File: config.mk
export PLATFORM = sky130hd
export DESIGN_NAME = led_arbiter
export DESIGN_NICKNAME = d
export VERILOG_FILES = /design/src/rtl/led_arb_pkg.sv /design/src/rtl/led_arbiter_rr_picker.sv /design/src/rtl/led_arbiter.sv
export SDC_FILE = /design/constraint.sdc
export NUM_CORES = 1
export LEC_CHECK = 0
export ABC_AREA = 1
export CAP_MARGIN = 20
export CORE_UTILIZATION = 45
export DETAILED_ROUTE_END_ITERATION = 8
export HOLD_SLACK_MARGIN = 0.03
export PLACE_DENSITY = 0.84
export SLEW_MARGIN = 30
export SYNTH_ARGS = -nofsm -noshare
export SYNTH_HDL_FRONTEND = slang
export SYNTH_SLANG_ARGS = --single-unit
File: constraint.sdc
create_clock -name clk -period 6.36 [get_ports clk]
set_clock_uncertainty 0.15 [all_clocks]
set_input_delay 1.59 -clock clk [delete_from_list [all_inputs] [get_ports clk]]
set_output_delay 1.59 -clock clk [all_outputs]
set_load 0.02 [all_outputs]
File: src/rtl/led_arb_pkg.sv
// led_arb_pkg: shared types and defaults for the LED bank arbiter.
//   state_t    - arbiter FSM state (IDLE, HOLD)
//   DEF_*      - default parameter values for led_arbiter
//   ptr_inc()  - round-robin pointer increment modulo n
package led_arb_pkg;

   typedef enum logic {
      IDLE = 1'b0,
      HOLD = 1'b1
   } state_t;

   localparam int unsigned DEF_N_REQ       = 4;
   localparam int unsigned DEF_W           = 8;
   localparam int unsigned DEF_HOLD_CYCLES = 4;

   function automatic int unsigned ptr_inc(input int unsigned ptr, input int unsigned n);
      return (ptr + 1 >= n) ? 0 : ptr + 1;
   endfunction

endpackage

File: src/rtl/led_arbiter_rr_picker.sv
// rr_picker: combinational round-robin search.
//   req   in  N_REQ  request vector
//   ptr   in  PW     highest-priority requester index
//   win   out N_REQ  one-hot winner (zero when no request)
//   valid out 1      any request present
module rr_picker #(
   parameter int unsigned N_REQ = 4,
   parameter int unsigned PW    = $clog2(N_REQ)
) (
   input  logic [N_REQ-1:0] req,
   input  logic [PW-1:0]    ptr,
   output logic [N_REQ-1:0] win,
   output logic             valid
);

   // Walk ptr, ptr+1, ... wrapping; the first asserted request wins.
   always_comb begin
      int unsigned idx;
      idx   = 0;
      win   = '0;
      valid = 1'b0;
      for (int unsigned i = 0; i < N_REQ; i++) begin
         idx = (32'(ptr) + i) % N_REQ;
         if (!valid && req[idx[PW-1:0]]) begin
            win[idx[PW-1:0]] = 1'b1;
            valid            = 1'b1;
         end
      end
   end

endmodule

File: src/rtl/led_arbiter.sv
// led_arbiter: round-robin owner of the LED bank with a fixed hold time.
//   clk   in  1          system clock, rising edge
//   rstn  in  1          synchronous active-low reset
//   req   in  N_REQ      request per requester
//   data  in  N_REQ*W    requester i owns bits [i*W +: W]
//   led   out W          displayed pattern (snapshot at grant), registered
//   grant out N_REQ      one-hot owner, zero when idle, registered
//   busy  out 1          high while a grant is held, registered
module led_arbiter
   import led_arb_pkg::*;
#(
   parameter int unsigned N_REQ       = DEF_N_REQ,
   parameter int unsigned W           = DEF_W,
   parameter int unsigned HOLD_CYCLES = DEF_HOLD_CYCLES
) (
   input  logic               clk,
   input  logic               rstn,
   input  logic [N_REQ-1:0]   req,
   input  logic [N_REQ*W-1:0] data,
   output logic [W-1:0]       led,
   output logic [N_REQ-1:0]   grant,
   output logic               busy
);

   localparam int unsigned PW = $clog2(N_REQ);
   localparam int unsigned CW = $clog2(HOLD_CYCLES + 1);

   state_t           state_q, state_d;
   logic [CW-1:0]    cnt_q, cnt_d;
   logic [PW-1:0]    ptr_q, ptr_d;
   logic [W-1:0]     led_q, led_d;
   logic [N_REQ-1:0] grant_q, grant_d;
   logic             busy_q, busy_d;

   logic [N_REQ-1:0] win;
   logic             win_valid;
   logic [PW-1:0]    win_idx;
   logic             arb_en;

   rr_picker #(
      .N_REQ (N_REQ),
      .PW    (PW)
   ) u_picker (
      .req   (req),
      .ptr   (ptr_q),
      .win   (win),
      .valid (win_valid)
   );

   always_comb begin
      win_idx = '0;
      for (int unsigned i = 0; i < N_REQ; i++) begin
         if (win[i]) win_idx = PW'(i);
      end
   end

   // Arbitration happens when idle or on the last cycle of a hold, so a
   // persistent request is re-granted with no idle bubble.
   assign arb_en = (state_q == IDLE) || (cnt_q == '0);

   // State register
   always_ff @(posedge clk) begin
      if (!rstn) begin
         state_q <= IDLE;
         cnt_q   <= '0;
         ptr_q   <= '0;
         led_q   <= '0;
         grant_q <= '0;
         busy_q  <= 1'b0;
      end else begin
         state_q <= state_d;
         cnt_q   <= cnt_d;
         ptr_q   <= ptr_d;
         led_q   <= led_d;
         grant_q <= grant_d;
         busy_q  <= busy_d;
      end
   end

   // Next-state and datapath
   always_comb begin
      state_d = state_q;
      cnt_d   = cnt_q;
      ptr_d   = ptr_q;
      led_d   = led_q;
      grant_d = grant_q;
      busy_d  = busy_q;
      if (arb_en) begin
         if (win_valid) begin
            state_d = HOLD;
            cnt_d   = CW'(HOLD_CYCLES - 1);
            ptr_d   = PW'(ptr_inc(32'(win_idx), N_REQ));
            led_d   = data[win_idx*W +: W];
            grant_d = win;
            busy_d  = 1'b1;
         end else begin
            state_d = IDLE;
            cnt_d   = '0;
            grant_d = '0;
            busy_d  = 1'b0;
         end
      end else begin
         cnt_d = cnt_q - CW'(1);
      end
   end

   // Outputs
   always_comb begin
      led   = led_q;
      grant = grant_q;
      busy  = busy_q;
   end

endmodule
* After elaboration in Yosys (flattened, before gate mapping)
Cells that the tools add are included.
** Cells by class
- Reductions and logical operators :: 13
- Bitwise gates (word level) :: 4
- Shift-type cells :: 1
- Add/sub/neg operators :: 5
- Mux-type cells :: 32
- Order comparisons :: 9
** Operators with widths (count)
- indexed part select 32 x 6 -> 8 bit :: 1
- 2-to-1 mux 4 bit :: 5
- 2-to-1 mux 1 bit :: 14
- less-than comparator 2 x 3 -> 1 bit (second input constant) :: 4
- bitwise OR 4 bit :: 3
- binary-select mux 1 bit (select 2 bit) :: 4
- demux 1 bit (select 2 bit) :: 4
- greater-or-equal comparator 2 x 1 -> 1 bit (second input constant) :: 4
- 2-to-1 mux 2 bit :: 4
- logical AND 1 bit :: 7
- adder 2 bit (second input constant) :: 2
- adder 2 x 1 -> 3 bit (second input constant) :: 1
- greater-or-equal comparator 3 bit (second input constant) :: 1
- logical NOT 1 bit :: 3
- logical NOT 3 bit :: 1
- 2-to-1 mux 3 bit :: 1
- subtractor 3 x 1 -> 3 bit (second input constant) :: 1
- adder 2 x 1 -> 2 bit (second input constant) :: 1
- AND reduction 2 bit :: 1
- logical OR 1 bit :: 1
- inverter 1 bit :: 1
** Storage, ports and cells
- Output and inout bits :: 13
- Logic and storage cells :: 69
- Input bits :: 38
- Bits in registers :: 18

* Logic depth before layout (Yosys ltp)
- Word-level depth :: 18
- Gate-level depth with buffers :: 18
- Gate-level depth less buffers :: 16

* Hierarchy
Synthesis repeated with hierarchy kept, for this count alone.
** Unflattened totals
- Cell total of the unflattened synthesis :: 261
- Area total of the unflattened synthesis :: 1577.8 µm²
** By module, submodules not included
- led_arbiter :: sequential area each 360.3 µm², area an instance 1158.6 µm², instances 1, cells an instance 185
- rr_picker :: sequential area each 0.0 µm², area an instance 419.2 µm², instances 1, cells an instance 76

* Worst setup path after synthesis
No wires, ideal clock.
- Kind :: input -> register
- Start :: input port req[1]
- End :: register led_q[0] (netlist: led[0])
- Cell stages on the path :: 13
- Data required time :: 6.093 ns
- Path slack :: 3.306 ns
- Buffers on the path :: 1
- Data arrival time :: 2.786 ns
- Library setup time :: 0.117 ns
- Cells stage by stage :: nand2_1 nand3_2 nand2_4 nand3_1 nor2_1 nor2_4 nand2_2 inv_2 buf_2 a21oi_1 nor2_1 nor2_1 nor2_1
** Between the ends
- Cells in the longest elaborated chain, start to end :: 16
- Elaborated cells between the ends (all ways) :: 30
- Those cells by class :: shift (1); mux (19); bitwise (3); reduce/logical (7)
** Ends and longest elaborated chain
- start, declared :: RTL line led_arbiter.sv:18 : input logic [N_REQ-1:0] req,
- binary-select mux 1 bit (select 2 bit) :: RTL line led_arbiter_rr_picker.sv:24 : if (!valid && req[idx[PW-1:0]]) begin
- 2-to-1 mux 1 bit (not written as such) :: RTL line led_arbiter_rr_picker.sv:24
- 2-to-1 mux 1 bit :: RTL line led_arbiter_rr_picker.sv:24
- logical NOT 1 bit :: RTL line led_arbiter_rr_picker.sv:24
- logical AND 1 bit :: RTL line led_arbiter_rr_picker.sv:24
- 2-to-1 mux 1 bit :: RTL line led_arbiter_rr_picker.sv:24
- logical NOT 1 bit :: RTL line led_arbiter_rr_picker.sv:24
- logical AND 1 bit :: RTL line led_arbiter_rr_picker.sv:24
- 2-to-1 mux 1 bit :: RTL line led_arbiter_rr_picker.sv:24
- logical NOT 1 bit :: RTL line led_arbiter_rr_picker.sv:24
- logical AND 1 bit :: RTL line led_arbiter_rr_picker.sv:24
- 2-to-1 mux 4 bit :: RTL line led_arbiter_rr_picker.sv:24
- 2-to-1 mux 1 bit :: RTL line led_arbiter.sv:53 : if (win[i]) win_idx = PW'(i);
- 2-to-1 mux 2 bit (2 in series) :: RTL line led_arbiter.sv:53
- indexed part select 32 x 6 -> 8 bit :: RTL line led_arbiter.sv:93 : led_d = data[win_idx*W +: W];
- end signal, assigned :: RTL line led_arbiter.sv:74 : led_q <= led_d;
- end, declared :: RTL line led_arbiter.sv:31 : logic [W-1:0] led_q, led_d;
Several ways; a longest one is shown, not always the timed one. The select of a mux whose other input is x is not followed.
A chain may end at the register's enable or synchronous reset.

* Final worst setup path
- Start :: input port req[2]
- End :: register led_q[4] (netlist: led[4])
Same word-level chain as after synthesis.

==> run metrics <==
status complete, no violations; CTS Root Cell clkbuf_4; Critical R2R Capture led[4]$_SDFFE_PN0P_; Adder-Cell Fraction of Synth Area 0.07287; setup ws final 2.758 ns; Fin Setup TNS 0 ns; synthesis-to-layout area growth 35.47%; gr usage total 0.2241; Startpoint Class primary input; synth top area cells dfxtp_1 (23%), nand2_1 (17%), inv_1 (8.3%); HPWL Detailed 2974 um; slew margin rel. 0.6853; clock latency on the worst-skew pair 0.30 ns; final hold vios 0; Worst Reg-to-Reg Cells 15; synthesized area 1545 um2; most frequent CP cell nand2_1; Die Y between 60 and 70 um; 1st-pass router iterations 4; syn_area_per_cell 6.084 um2; dpl cell area between 2000 and 2500 um2; hold crit path type flip-flop to flip-flop; worst slew pin tran roughly 0.47 ns; CP Class primary input to flip-flop; Placer Congestion 0.9380; Primary FF master, synth dfxtp_1; Initial Utilization 0.4901; min-delay src grant[2]$_SDFFE_PN0P_; WP buf/inv 2; maxcap violations 0; Die ar. ~3700 um2; power per cell area 511.5 nW/um2; routed vias/inst 4.913; asr flop ratio synth 0; hold depth 2; area of the multi-input gates 988.4 um2; CTS max path bufs 2; total global routing overflow 0; cell accounting for the most synthesized area dfxtp_1; Synth Area in Simple Gates 0.4211; VDD IR max between 200 and 300 uV; H-tree depth 1; initial antenna violation count 0; row cnt 20; core footprint 3153 um2; Warnings, synthesis 0; sequential fraction of the synthesis area 0.2332; Synth Area in XOR/XNOR 0.005668; Crit-path slowest cell clkdlybuf4s50_1; Tcrit/Tclk final 0.5664; Synthesized Nets 301; # resized after CTS 0; Reg clk slew, reported paths 0.10 ns; CP Capture Type flip-flop; Worst Hold Endpoint grant[2]$_SDFFE_PN0P_; I/O Buffers 50; RSZ-0062 raised after global routing no; CTS tree built; EDFF count, synth 0; r2r setup slk 3.42 ns; critical path data required time ~6.5 ns; Mapped Cells about 250; vias in the first global route 1470; CP cell instances clkdlybuf4s50_1, inv_1, nand2_1, nand3_1, nand2_1, nand4_1, nor2_1, nor2_4, nand2_2, nand2_1, nand2_1, nand2_1, a21oi_2; Hold WS 0.3207 ns; Leakage 1.042 nW; register bit total from synthesis 18; post-synth top area share 0.2332; post-route cell area 2093 um2; CP max FO 22; nets@finish roughly 350; mux contribution to synthesized area 0; pre-CTS WS 2.462 ns; remaining antenna violation count 0; Slew Viols, Final 0; Avg WL per Cell 11.03 um; Final min period 3.602 ns; CTS Hold Bufs 0; ANT cells 0; RR Startpoint ptr_q[0]$_SDFFE_PN0P_; post-route DRC violation count 0; # fillers 307; layout cells sized above 1 0.09967; register area approximately 360 um2; io pins between 50 and 60; Slowest Stage Delay on Critical Path 0.52 ns; WP data arrival between 3 and 4 ns; largest net degree at the start of global routing 24; clk sinks 18; Synth cell types 26; Post-CTS Repair Setup Buffers 0; Vias 1695; fmax 277.6 MHz; wirelength, routed 3805 um; main combinational cell family by area after synthesis simple AND/OR/NAND/NOR gates; CTS Buf Count 3; Synth Area in Compound Gates 0.1401; Final setup viols 0; Largest delay share family, worst path simple AND/OR/NAND/NOR gates; Initial DRC Count 75; chip width 60.60 um; global-route wire length before repair 6285 um
## metrics by stage
step / total power, W / instances / util
final: 0.001071 / 345 / 0.6639
after global routing: 0.001182 / 345 / 0.6639
after CTS: 0.001068 / 345 / 0.6639
after detailed placement: 0.0009929 / 341 / 0.6524
after global placement: 0.0009789 / 341 / 0.6524
after floorplan: 0.0008140 / 254 / -
## final cells by class
class                   instances  share of cell area
well taps                      44             0.02630
flip-flops and latches         18              0.1721
inverters                      38             0.06934
multi-input cells             190              0.4722
repair buffers                 51              0.2427
clock buffers                   4             0.01733
## worst max path at each step
| stage | from | to | slack [ns] | cells after the start |
|---|---|---|---|---|
| after global routing | req[2] | led[3]$_SDFFE_PN0P_ | 2.55 | 13 |
| after floorplan | req[1] | led[0]$_SDFFE_PN0P_ | 3.31 | 13 |
| after global placement | req[2] | led[4]$_SDFFE_PN0P_ | 2.48 | 13 |
| after detailed placement | req[2] | led[3]$_SDFFE_PN0P_ | 2.46 | 13 |
| final | req[2] | led[4]$_SDFFE_PN0P_ | 2.76 | 13 |
| after CTS | req[2] | led[3]$_SDFFE_PN0P_ | 2.77 | 13 |
## per-layer routing
metal,up-vias,track usage,wire (um)
li1,891,-,-
met1,748,0.2887,1725
met2,54,0.3987,1839
met3,2,0.04264,234
met4,0,0.02922,6
met5,-,0,0
## sequential cells by signal, indices dropped and copies added (netlist names)
register  flops
busy          1
cnt_q         3
grant         4
led           8
ptr_q         2
## cells in the mapped netlist, types with 2 or more instances
cell / n
o21ai_0: 14
ha_1: 9
dfxtp_1: 18
a21oi_2: 3
nand3_1: 21
nand2_1: 71
a21oi_1: 18
o21ai_1: 3
buf_2: 2
inv_2: 2
nor2_4: 4
nand2_4: 2
inv_1: 34
nand2_2: 9
buf_4: 3
clkbuf_1: 2
nor2_1: 25
nand3_2: 3
nand4_1: 4
## worst register-to-register path: stages (launching register included)
cell and delay, ns:
dfxtp_1 0.63, inv_4 0.14, ha_1 0.38, inv_1 0.12, nand3_1 0.09, nand2_1 0.11
nand2_2 0.09, nor2_2 0.15, nand2_1 0.09, nand2_2 0.09, nor2_4 0.05, nand2_2 0.30
nand2_1 0.20, nand2_1 0.10, nand2_1 0.07, a21oi_2 0.13
## cells by family after synthesis
logic type / Yosys count
and+or+nand+nor: 140
AOI/OAI and AO/OA: 40
DFF: 18
xor gates and xnor gates: 1
buffers and inverters: 46
adders and majority gates: 9
## power by group
part           total [W]  internal (W)  switching, W
Sequential      0.000197      0.000161     0.0000363
Combinational   0.000802      0.000294      0.000508
Clock          0.0000709     0.0000349     0.0000360
Total            0.00107      0.000490      0.000580
## cells in the final DEF, fill, tap and decap left out, types with 2 or more instances in the layout
cell | synthesis | layout
a21oi_1 | 18 | 18
a21oi_2 | 3 | 3
clkbuf_4 | 0 | 3
clkdlybuf4s50_1 | 0 | 50
dfxtp_1 | 18 | 18
ha_1 | 9 | 9
inv_1 | 34 | 34
inv_2 | 2 | 2
nand2_1 | 71 | 71
nand2_2 | 9 | 9
nand2_4 | 2 | 2
nand3_1 | 21 | 21
nand3_2 | 3 | 3
nand4_1 | 4 | 4
nor2_1 | 25 | 25
nor2_4 | 4 | 4
o21ai_0 | 14 | 14
o21ai_1 | 3 | 3
(Power assumes the default switching activity.)
==> edit: new RTL, config.mk and constraints unchanged <==
`DEF_W`: 8 -> 9.
--- a/src/rtl/led_arb_pkg.sv
+++ b/src/rtl/led_arb_pkg.sv
@@ -12,3 +12,3 @@
    localparam int unsigned DEF_N_REQ       = 4;
-   localparam int unsigned DEF_W           = 8;
+   localparam int unsigned DEF_W           = 9;
    localparam int unsigned DEF_HOLD_CYCLES = 4;
Interface: changed (resized data and led); port bits go from 51 to 56. No check against the original RTL was run, so the function may have changed too.
==> edit against the original RTL <==
  * Hold slack worse by 2.4 ps
  * Total power up 9.5%
  * Utilization decreased by 3.0 points
  * Synthesized cell count up 6.7%
  * Area after synthesis rose by 10%
  * Critical path depth decreased by 4
  * Critical endpoint is now grant[0]
  * Global-route usage is 1.1 points lower
  * Design area up 11%
  * Setup slack worse by 140 ps
  * Die area increased by 10%
  * Sequential cell count up 1
  * Routed wire length increased by 5.3%
==> edit: results (changes against the original RTL) <==
### Clock network
• clock-pin slew of the registers on the worst-case setup and hold paths: 70 ps, was 100 ps
• number of cells upsized or downsized after cts: 0, unchanged
• clock root buffer master: clkbuf_8, was clkbuf_4
• buffer depth of the longest clock path: 2, unchanged
• clk_lat worst skew: 250 ps, was 300 ps

### Drt
• First DRT Iteration DRCs: 99, was 75
• DR vias/cell: 4.973, was 4.913
• wire length on met2: 1924 um, was 1839 um
• Wirelength per Cell: 10.77 um, was 11.03 um
• highest metal layer with signal wires: met4, unchanged
• final wirelength: 4006 um, was 3805 um
• number of iterations in the first detailed-routing pass: 4, unchanged
• routed wire length on met3: 222 um, was 234 um
• wire length on met1: 1816 um, was 1725 um

### Placement
• gp weighted congestion: 0.8880, was 0.9380
• number of buffers added on ports: 55, was 50
• DP Cell Count: 368, was 341
• HPWL Detailed: 3195 um, was 2974 um

### Global route
• global-route total usage across every layer: 0.2132, was 0.2241
• global-route wire length before repair: 7113 um, was 6285 um
• antenna violations before repair: 0, unchanged
• maximum number of pins on one net before global-route repair: 22, was 24
• number of global-route vias before repair: 1,712, was 1,470

### Power
• static leakage: 1.150 nW, was 1.042 nW
• VDD IR max: 0.2293 mV, was 0.2778 mV

### Critical path
• Slowest Stage Delay on Critical Path: 550 ps, was 520 ps
• largest fanout of any net on the critical path: 21, was 22
• cell with the largest stage delay on the worst path: nor2_2, was clkdlybuf4s50_1
• endpoint arrival time on the critical path: 3770 ps, was 3690 ps

### Status
• outcome: complete, no violations, unchanged

### Logic synthesis
• synthesized area per cell: 6.298 sq um, was 6.084 sq um
• Post-Syn Nets: 321, was 301
• portion of the post-synthesis area used by sequential elements: 0.2229, was 0.2332
• top post-synthesis cells by area: dfxtp_1, nand2_1, inv_1, unchanged
• leading cell types by count after synthesis: nand2_1, inv_1, nor2_1, unchanged
• post-synthesis cell type count: 28, was 26

### Final layout
• share of final-layout standard cells stronger than drive strength 1: 0.1358, was 0.09967
• Final nets: 375, was 349
• flip-flop count of the largest register after layout: 9, was 8

### Timing
• slew of the pin with the lowest slew margin: 688.5 ps, was 471.4 ps

==> edit: cell types whose count changed after synthesis, sizes merged, moves of 2 or more <==
cell | unedited run | this run
a21oi | 21 | 19
buf | 6 | 3
inv | 37 | 46
nand2 | 82 | 80
nand3 | 24 | 32
nand4 | 4 | 2
nor2 | 30 | 37
nor3 | 0 | 2
==> edit: layer usage <==
| metal | up-vias | global-route usage |
|---|---|---|
| met5 | - | 0 |
| met4 | 0 | 0.03693 |
| met3 | 8 | 0.04167 |
| met2 | 75 | 0.3617 |
| met1 | 807 | 0.2792 |
| li1 | 960 | - |
==> edit: cells by family after synthesis <==
group | share of synthesized area
AND/OR/NAND/NOR | 0.4509
buffers and inverters | 0.1320
AO/OA/AOI/OAI | 0.1305
flip-flops | 0.2229
adder cells (fa/ha/maj) | 0.05865
XOR/XNOR | 0.005133
==> edit: cell type report <==
cell class,instances,area [sq um]
clock inverter,1,5.005
sequential,19,380.4
inverter,46,180.2
tap,48,60.06
fill,342,1340
multi-input combinational,200,1104
timing repair buffer,55,550.5
clock buffer,3,41.29
==> edit: path summary, 6_finish.rpt <==
kind,start,endpoint,slack [ps],cells past startpoint
max reg2reg,ptr_q[0],grant[0],3390,9
min reg2reg,grant[2],grant[2],320,2
min,grant[2],grant[2],320,2
max,req[2],grant[0],2620,9
==> edit: power breakdown <==
part	leakage (nW)	internal, mW	switching (mW)
clock network	0.0255	0.0435	0.0382
registers	0.158	0.170	0.0389
logic	0.967	0.320	0.561
==> edit: worst max-delay path, delay by kind of cell <==
family / cells / cell delay, ps
AO/OA/AOI/OAI: 1 / 230
buffers and inverters: 2 / 600
AND/OR/NAND/NOR: 6 / 1360
==> edit: through the flow <==
| stage | setup slack (ps) | cell area, sq um | hold slack [ps] |
|---|---|---|---|
| 6_report | 2619 | 2321 | 318.2 |
| 5_1_grt | 2397 | 2321 | 337.6 |
| 4_1_cts | 2666 | 2321 | 321.3 |
| 3_5_place_dp | 2387 | 2275 | 310.5 |
| 3_3_place_gp | 2113 | 2272 | 289.3 |
| 2_1_floorplan | 3213 | 1707 | 273.5 |
